--- src/rtl/mem_arbiter_if.sv ---
// Bundle of the two requester ports (instruction fetch, load/store) and the
// single-ported memory port served by mem_arbiter.
interface mem_arbiter_if #(
  parameter int XLEN = 32
) ();

  logic            if_req_valid;
  logic            if_req_ready;
  logic [XLEN-1:0] if_addr;
  logic            if_rsp_valid;
  logic [XLEN-1:0] if_rsp_data;

  logic            ls_req_valid;
  logic            ls_req_ready;
  logic            ls_req_we;
  logic [XLEN-1:0] ls_addr;
  logic [XLEN-1:0] ls_wdata;
  logic            ls_rsp_valid;
  logic [XLEN-1:0] ls_rsp_data;

  logic            mem_read_en;
  logic            mem_write_en;
  logic [XLEN-1:0] mem_addr;
  logic [XLEN-1:0] mem_wdata;
  logic [XLEN-1:0] mem_rdata;

  // Environment side: requesters plus the memory returning read data.
  modport master (
    output if_req_valid, if_addr,
    output ls_req_valid, ls_req_we, ls_addr, ls_wdata,
    output mem_rdata,
    input  if_req_ready, if_rsp_valid, if_rsp_data,
    input  ls_req_ready, ls_rsp_valid, ls_rsp_data,
    input  mem_read_en, mem_write_en, mem_addr, mem_wdata
  );

  // Arbiter side.
  modport slave (
    input  if_req_valid, if_addr,
    input  ls_req_valid, ls_req_we, ls_addr, ls_wdata,
    input  mem_rdata,
    output if_req_ready, if_rsp_valid, if_rsp_data,
    output ls_req_ready, ls_rsp_valid, ls_rsp_data,
    output mem_read_en, mem_write_en, mem_addr, mem_wdata
  );

endinterface

--- src/rtl/mem_arbiter.sv ---
// Round-robin arbiter sharing one memory port between instruction fetch and
// load/store; each access is handshake -> ACCESS -> RESP (2-cycle latency).
module mem_arbiter #(
  parameter int XLEN = 32
) (
  input  logic          clk,
  input  logic          rst,
  mem_arbiter_if.slave  bus
);

  typedef enum logic [1:0] {
    IDLE,
    ACCESS,
    RESP
  } state_t;

  localparam logic ID_IF = 1'b0;
  localparam logic ID_LS = 1'b1;

  state_t          state_q;
  state_t          state_d;
  logic            prio_q;
  logic            accept;
  logic            grant_if;
  logic            grant_ls;
  logic            hs;

  logic            id_p1;
  logic            we_p1;
  logic [XLEN-1:0] addr_p1;
  logic [XLEN-1:0] wdata_p1;
  logic [XLEN-1:0] if_rsp_p2;
  logic [XLEN-1:0] ls_rsp_p2;

  // Grant is purely combinational so a requester sees ready in the same cycle
  // it raises valid; the pointer only breaks ties when both are asking.
  always_comb begin
    accept   = (state_q != ACCESS) && !rst;
    grant_if = accept && bus.if_req_valid && (!bus.ls_req_valid || prio_q == ID_IF);
    grant_ls = accept && bus.ls_req_valid && (!bus.if_req_valid || prio_q == ID_LS);
    hs       = grant_if || grant_ls;
  end

  always_comb begin
    state_d = state_q;
    case (state_q)
      IDLE:    if (hs) state_d = ACCESS;
      ACCESS:  state_d = RESP;
      RESP:    state_d = hs ? ACCESS : IDLE;
      default: state_d = IDLE;
    endcase
  end

  // Stage p1: request captured at handshake; stage p2: response captured at
  // the closing edge of ACCESS. Reset drops an in-flight access silently.
  always_ff @(posedge clk) begin
    if (rst) begin
      state_q   <= IDLE;
      prio_q    <= ID_IF;
      id_p1     <= ID_IF;
      we_p1     <= 1'b0;
      if_rsp_p2 <= '0;
      ls_rsp_p2 <= '0;
    end else begin
      state_q <= state_d;
      if (hs) begin
        prio_q <= grant_if ? ID_LS : ID_IF;
        id_p1  <= grant_if ? ID_IF : ID_LS;
        we_p1  <= grant_ls && bus.ls_req_we;
      end
      if (state_q == ACCESS) begin
        if (id_p1 == ID_IF) begin
          if_rsp_p2 <= bus.mem_rdata;
        end else begin
          ls_rsp_p2 <= we_p1 ? '0 : bus.mem_rdata;
        end
      end
    end
  end

  always_ff @(posedge clk) begin
    if (hs) begin
      addr_p1  <= grant_if ? bus.if_addr : bus.ls_addr;
      wdata_p1 <= grant_if ? '0 : bus.ls_wdata;
    end
  end

  assign bus.if_req_ready = grant_if;
  assign bus.ls_req_ready = grant_ls;

  assign bus.if_rsp_valid = (state_q == RESP) && (id_p1 == ID_IF);
  assign bus.ls_rsp_valid = (state_q == RESP) && (id_p1 == ID_LS);
  assign bus.if_rsp_data  = if_rsp_p2;
  assign bus.ls_rsp_data  = ls_rsp_p2;

  // Memory port is driven only during ACCESS; writes are masked by reset.
  assign bus.mem_read_en  = (state_q == ACCESS) && !we_p1;
  assign bus.mem_write_en = (state_q == ACCESS) && we_p1 && !rst;
  assign bus.mem_addr     = (state_q == ACCESS) ? addr_p1 : '0;
  assign bus.mem_wdata    = (state_q == ACCESS) ? wdata_p1 : '0;

endmodule

--- src/flat_wrapper.sv ---
// flat-port wrapper written by rule: the top's interface ports become plain ports
module mem_arbiter_flat 
#(
  parameter int XLEN = 32
)
  (clk, rst, bus_if_req_valid, bus_if_addr, bus_ls_req_valid, bus_ls_req_we, bus_ls_addr, bus_ls_wdata, bus_mem_rdata, bus_if_req_ready, bus_if_rsp_valid, bus_if_rsp_data, bus_ls_req_ready, bus_ls_rsp_valid, bus_ls_rsp_data, bus_mem_read_en, bus_mem_write_en, bus_mem_addr, bus_mem_wdata);
  mem_arbiter_if #(.XLEN(XLEN)) bus_i ();
  input  logic clk;
  input  logic rst;
  input wire logic [$bits(bus_i.if_req_valid)-1:0] bus_if_req_valid;
  input wire logic [$bits(bus_i.if_addr)-1:0] bus_if_addr;
  input wire logic [$bits(bus_i.ls_req_valid)-1:0] bus_ls_req_valid;
  input wire logic [$bits(bus_i.ls_req_we)-1:0] bus_ls_req_we;
  input wire logic [$bits(bus_i.ls_addr)-1:0] bus_ls_addr;
  input wire logic [$bits(bus_i.ls_wdata)-1:0] bus_ls_wdata;
  input wire logic [$bits(bus_i.mem_rdata)-1:0] bus_mem_rdata;
  output wire logic [$bits(bus_i.if_req_ready)-1:0] bus_if_req_ready;
  output wire logic [$bits(bus_i.if_rsp_valid)-1:0] bus_if_rsp_valid;
  output wire logic [$bits(bus_i.if_rsp_data)-1:0] bus_if_rsp_data;
  output wire logic [$bits(bus_i.ls_req_ready)-1:0] bus_ls_req_ready;
  output wire logic [$bits(bus_i.ls_rsp_valid)-1:0] bus_ls_rsp_valid;
  output wire logic [$bits(bus_i.ls_rsp_data)-1:0] bus_ls_rsp_data;
  output wire logic [$bits(bus_i.mem_read_en)-1:0] bus_mem_read_en;
  output wire logic [$bits(bus_i.mem_write_en)-1:0] bus_mem_write_en;
  output wire logic [$bits(bus_i.mem_addr)-1:0] bus_mem_addr;
  output wire logic [$bits(bus_i.mem_wdata)-1:0] bus_mem_wdata;
  assign bus_i.if_req_valid = bus_if_req_valid;
  assign bus_i.if_addr = bus_if_addr;
  assign bus_i.ls_req_valid = bus_ls_req_valid;
  assign bus_i.ls_req_we = bus_ls_req_we;
  assign bus_i.ls_addr = bus_ls_addr;
  assign bus_i.ls_wdata = bus_ls_wdata;
  assign bus_i.mem_rdata = bus_mem_rdata;
  assign bus_if_req_ready = bus_i.if_req_ready;
  assign bus_if_rsp_valid = bus_i.if_rsp_valid;
  assign bus_if_rsp_data = bus_i.if_rsp_data;
  assign bus_ls_req_ready = bus_i.ls_req_ready;
  assign bus_ls_rsp_valid = bus_i.ls_rsp_valid;
  assign bus_ls_rsp_data = bus_i.ls_rsp_data;
  assign bus_mem_read_en = bus_i.mem_read_en;
  assign bus_mem_write_en = bus_i.mem_write_en;
  assign bus_mem_addr = bus_i.mem_addr;
  assign bus_mem_wdata = bus_i.mem_wdata;
  mem_arbiter #(.XLEN(XLEN)) u_core (.clk(clk), .rst(rst), .bus(bus_i));
endmodule
--- config.mk ---
export PLATFORM = sky130hd
export DESIGN_NAME = mem_arbiter_flat
export DESIGN_NICKNAME = d
export VERILOG_FILES = /design/src/rtl/mem_arbiter_if.sv /design/src/rtl/mem_arbiter.sv /design/src/flat_wrapper.sv
export SDC_FILE = /design/constraint.sdc
export NUM_CORES = 1
export LEC_CHECK = 0
export ABC_AREA = 0
export ABC_CLOCK_PERIOD_IN_PS = 7400
export CAP_MARGIN = 20
export CORE_ASPECT_RATIO = 2
export CORE_MARGIN = 3
export CORE_UTILIZATION = 45
export DETAILED_ROUTE_END_ITERATION = 10
export DONT_BUFFER_PORTS = 1
export HOLD_SLACK_MARGIN = 0.12
export PLACE_DENSITY = 0.57
export SLEW_MARGIN = 30
export SYNTH_ARGS = -nofsm -noshare
export SYNTH_HDL_FRONTEND = slang
export SYNTH_SLANG_ARGS = --single-unit
--- constraint.sdc ---
create_clock -name clk -period 7.4 [get_ports clk]
set_input_delay 0.74 -clock clk [delete_from_list [all_inputs] [get_ports clk]]
set_output_delay 0.74 -clock clk [all_outputs]
set_load 0.02 [all_outputs]
# Yosys cells after proc, flatten, opt, wreduce, memory -nomap -nowiden
# Cells that the tools add are included.
# word_totals
register_bits,133
out_inout_bits,134
wordCells,44
# op_classes
eq_ne,4
n_mux,9
bitwise_logic,2
reduce_logical,21
# ops
op,n
32-bit two-way mux,4
1-bit logical AND,11
2-bit one-hot mux with 3 select lines,1
1-bit logical NOT,4
"2-bit by 1-bit != test with 1-bit output, second input constant",2
2-bit AND reduction,2
1-bit logical OR,3
1-bit two-way mux,3
"2-bit by 1-bit equality test with 1-bit output, second input constant",1
"2-bit equality test, second input constant",1
2-bit logical NOT,1
2-bit two-way mux,1
1-bit NOT,2

# Logic depth before layout (Yosys ltp)
# depth
depth_word,7
depth_mapped,5

# Worst setup path before layout
# OpenSTA, ideal clock, no wires.
# synth_timing
kind,input to register
from,input bus_ls_req_valid
to,"register u_core.addr_p1[0], enable pin"
setup_time_ns,0.426
arrival_ns,3.035
setup_slack_ns,3.939
cell_stages,4
cell_sequence,a2111oi_4 -> buf_6 -> buf_6 -> or2_1
# synth_between
elab_chain_len,4
# synth_rtl
element,line,source
from (decl),flat_wrapper.sv:12,input wire logic [$bits(bus_i.ls_req_valid)-1:0] bus_ls_req_valid;
1-bit logical NOT,mem_arbiter.sv:39,grant_if = accept && bus.if_req_valid && (!bus.ls_req_valid || prio_q == ID_IF);
1-bit logical OR,mem_arbiter.sv:39,
1-bit logical AND,mem_arbiter.sv:39,
named net bus_if_req_ready,flat_wrapper.sv:17,output wire logic [$bits(bus_i.if_req_ready)-1:0] bus_if_req_ready;
1-bit logical OR,mem_arbiter.sv:41,hs = grant_if || grant_ls;
named net u_core.hs,mem_arbiter.sv:26,logic hs;
to (signal assigned),mem_arbiter.sv:83,addr_p1 <= grant_if ? bus.if_addr : bus.ls_addr;
to (decl),mem_arbiter.sv:30,logic [XLEN-1:0] addr_p1;
# The timed path passes the listed nets, and every way through them passes these cells.
# A chain may end at the register's enable or synchronous reset.

# Final worst setup path
# layout_timing
from,register u_core.state_q[1]
to,"register u_core.addr_p1[18], enable pin"
# layout_between
elab_chain_len,5
# layout_rtl
element,line,source
from (decl),mem_arbiter.sv:20,state_t state_q;
from (signal assigned),mem_arbiter.sv:65,state_q <= state_d;
2-bit by 1-bit != test with 1-bit output,mem_arbiter.sv:38,accept = (state_q != ACCESS) && !rst;
1-bit logical AND,mem_arbiter.sv:38,
1-bit logical AND (2 in a row),mem_arbiter.sv:39,
named net bus_if_req_ready,flat_wrapper.sv:17,
1-bit logical OR,mem_arbiter.sv:41,
named net u_core.hs,mem_arbiter.sv:26,
# The timed path passes the listed nets, and every way through them passes these cells.

==> impl_metrics.env <==
export IMPL_place_congestion=0.756
export IMPL_rrSetupSlack_ps=4180
export IMPL_cp_arrival_ps=3250
export IMPL_setup_violations=0
export IMPL_clk_latency_ps=400
export IMPL_postCtsSetupBuffers=0
export IMPL_hold_slack_ps=403
export IMPL_grt_first_pass_wirelength_mm=18.7
export IMPL_yosys_top_cells_count="69 x dfxtp_1, 65 x nand2_1, 64 x and2_1, 64 x edfxtp_1, 33 x a21oi_1"
export IMPL_cp_startpoint="u_core.state_q[1]"
export IMPL_postSynthAreaPerCell_um2=11.9
export IMPL_worstPathCellList="nor2b_4 -> a2111oi_4 -> buf_4 -> or2_2 -> buf_4"
export IMPL_wl_per_cell_um=21.1
export IMPL_postPlaceCellArea_um2=5390
export IMPL_cts_sinks=133
export IMPL_fill_cells=1029
export IMPL_ctsResizeCount=0
export IMPL_synth_edff_count=64
export IMPL_cts_hold_buf=0
export IMPL_skew_ps=8.24
export IMPL_antenna_found_initial=2
export IMPL_place_hpwl_mm=9.13
export IMPL_met2_usage_pct=33.6
export IMPL_cts_root_buf="clkbuf_16"
export IMPL_routed_via_count=3212
export IMPL_drv_slew=0
export IMPL_ys_flop_type="dfxtp_1"
export IMPL_status="finished, final reports clean"
export IMPL_use_met1_pct=18.5
export IMPL_setup_worst_path_end_class="register"
export IMPL_nets=571
export IMPL_dieArea_um2=13200
export IMPL_final_setup_tns_ps=0
export IMPL_grt_pass1_vias=3436
export IMPL_yosysTopAreaCell="edfxtp_1"
export IMPL_synth_area_leaders="edfxtp_1 36%, dfxtp_1 26%, and2_1 7.6%, mux2_2 6.8%, a22o_1 5.3%"
export IMPL_area_growth_pct=13.4
export IMPL_path_common_cell="buf_4"
export IMPL_coreArea_um2=11400
export IMPL_crit_buf_inv=2
export IMPL_tightest_slew_ps=847
export IMPL_cp_endpoint="u_core.addr_p1[18]"
export IMPL_io_pins=267
export IMPL_yosysSeqAreaShare_pct=62.4
export IMPL_die_y_um=159
export IMPL_top_usage_layer="met2"
export IMPL_rows=55
export IMPL_ys_async_sr_fraction_pct=0
export IMPL_syn_nets=577
export IMPL_ys_types=30
export IMPL_finalWirelength_mm=12.5
export IMPL_slew_headroom_pct=43.4
export IMPL_r2r_end="u_core.addr_p1[18]"
export IMPL_yosys_area_top_type_share_pct=36.3
export IMPL_syn_cell_area_um2=5290
export IMPL_rsz0062_at_grt="false"
export IMPL_remaining_drc_errors=0
export IMPL_cp_top_family="buffers and inverters"
export IMPL_crit_required_ps=7440
export IMPL_ir_drop_uv=191
export IMPL_place_ws_ps=4050
export IMPL_synth_most_common_cell="dfxtp_1"
export IMPL_fin_ws_ps=4180
export IMPL_yosysWarnings=0
export IMPL_worstRegToRegCells=5
export IMPL_multi_input_area_um2=1830
export IMPL_cts_tree="done"
export IMPL_crit_path_max_incr_delay_ps=680
export IMPL_slowest_stage="buf_4"
export IMPL_hold_path_class="input port to register"
export IMPL_port_buffers=0
export IMPL_fmax_mhz=311
export IMPL_drt_iter0_markers=101
export IMPL_r2r_start="u_core.state_q[1]"
export IMPL_cap_violations=0
export IMPL_avgViaCountPerCell=5.41
export IMPL_initial_core_util_pct=46.3
export IMPL_cts_buffer_depth=2
export IMPL_grt_usage_pct=19.1
export IMPL_worstSetupStartpointType="register"
export IMPL_fin_area_um2=6000
export IMPL_worst_path_stages=5
export IMPL_regArea_um2=3300
export IMPL_synth_seq_cells=133
export IMPL_power_leakage_nw=2.17
export IMPL_path_class="register to register"
export IMPL_syn_inst=444
export IMPL_grt_use_met3_pct=8.04
export IMPL_htree_levels=4
export IMPL_clkTransAtPathRegs_ps=60
export IMPL_final_antenna_net_count=0
export IMPL_dieWidth_um=82.7
export IMPL_grt_max_degree=69
export IMPL_cts_inserted_buffers=17
export IMPL_firstDrtPassIters=5
export IMPL_min_period_ps=3220
export IMPL_cp_max_fo=68
export IMPL_power_per_cell_area_nw_per_um2=309
export IMPL_final_hold_viol_count=0
export IMPL_fin_crit_sh_pct=43.5
export IMPL_drive_gt1_share_pct=17.1
export IMPL_grt_ovfl_total=0
## sequential cells by signal, summed over array words and instances, names as in the netlist
name,count
u_core.addr_p1,32
u_core.bus.if_rsp_data,32
u_core.bus.ls_rsp_data,32
u_core.wdata_p1,32
u_core.state_q,2
u_core.id_p1,1
u_core.prio_q,1
u_core.we_p1,1
## layout make-up
type	count	area share, %
Clock inverter	12	2.34
Clock buffer	20	7.80
Sequential cell	133	55.0
Multi-Input combinational cell	278	30.5
Tap cell	142	2.96
Antenna cell	1	0.0417
Timing Repair Buffer	6	1.15
Inverter	2	0.125
## logic make-up after synthesis
group	Yosys count	share of synthesized area, %
mux	32	6.81
buf+inv	33	3.22
compound gates	71	9.74
flops	133	62.4
simple gates	175	17.8
## metal layers
metal / up-vias / wire [um]
li1: 1522 / -
met1: 1506 / 4100
met2: 163 / 6900
met3: 19 / 1240
met4: 2 / 249
met5: - / 13
## report_power, final
group	internal, mW	total (mW)	switching, mW	leakage [nW]
registers	0.825	0.863	0.0373	1.17
clock network	0.530	0.844	0.314	0.297
logic	0.0494	0.146	0.0963	0.703
total	1.40	1.85	0.448	2.17
## worst min path at each step
| stage | startpoint | endpoint | slack [ps] | cells after the start |
|---|---|---|---|---|
| final | rst | u_core.bus.if_rsp_data[30] | 400 | 1 |
| after global routing | rst | u_core.bus.if_rsp_data[26] | 380 | 1 |
| after CTS | rst | u_core.bus.if_rsp_data[30] | 380 | 1 |
| after detailed placement | u_core.state_q[0] | u_core.state_q[0] | 540 | 1 |
| after global placement | u_core.state_q[0] | u_core.state_q[0] | 500 | 1 |
| after floorplan | u_core.state_q[0] | u_core.state_q[0] | 490 | 1 |
## per-stage QoR
stage,cells,utilization [%],total power [mW]
2_1_floorplan,444,-,0.999
3_3_place_gp,559,46.8,1.02
3_5_place_dp,561,47.2,1.03
4_1_cts,593,52.5,1.87
5_1_grt,594,52.5,1.92
6_report,594,52.5,1.85
## layout by cell type, fill, tap and decap left out, types with 2 or more instances in the layout
cell type and n:
and2_1 64, nor2_1 3, buf_4 4, nor2b_1 32
nand2b_1 2, nand2_1 65, a22o_1 32, dfxtp_1 69
clkinv_4 4, a21oi_1 32, bufinv_16 2, mux2_2 32
inv_1 2, inv_6 3, clkbuf_16 18, edfxtp_1 64
(Power assumes the default switching activity.)
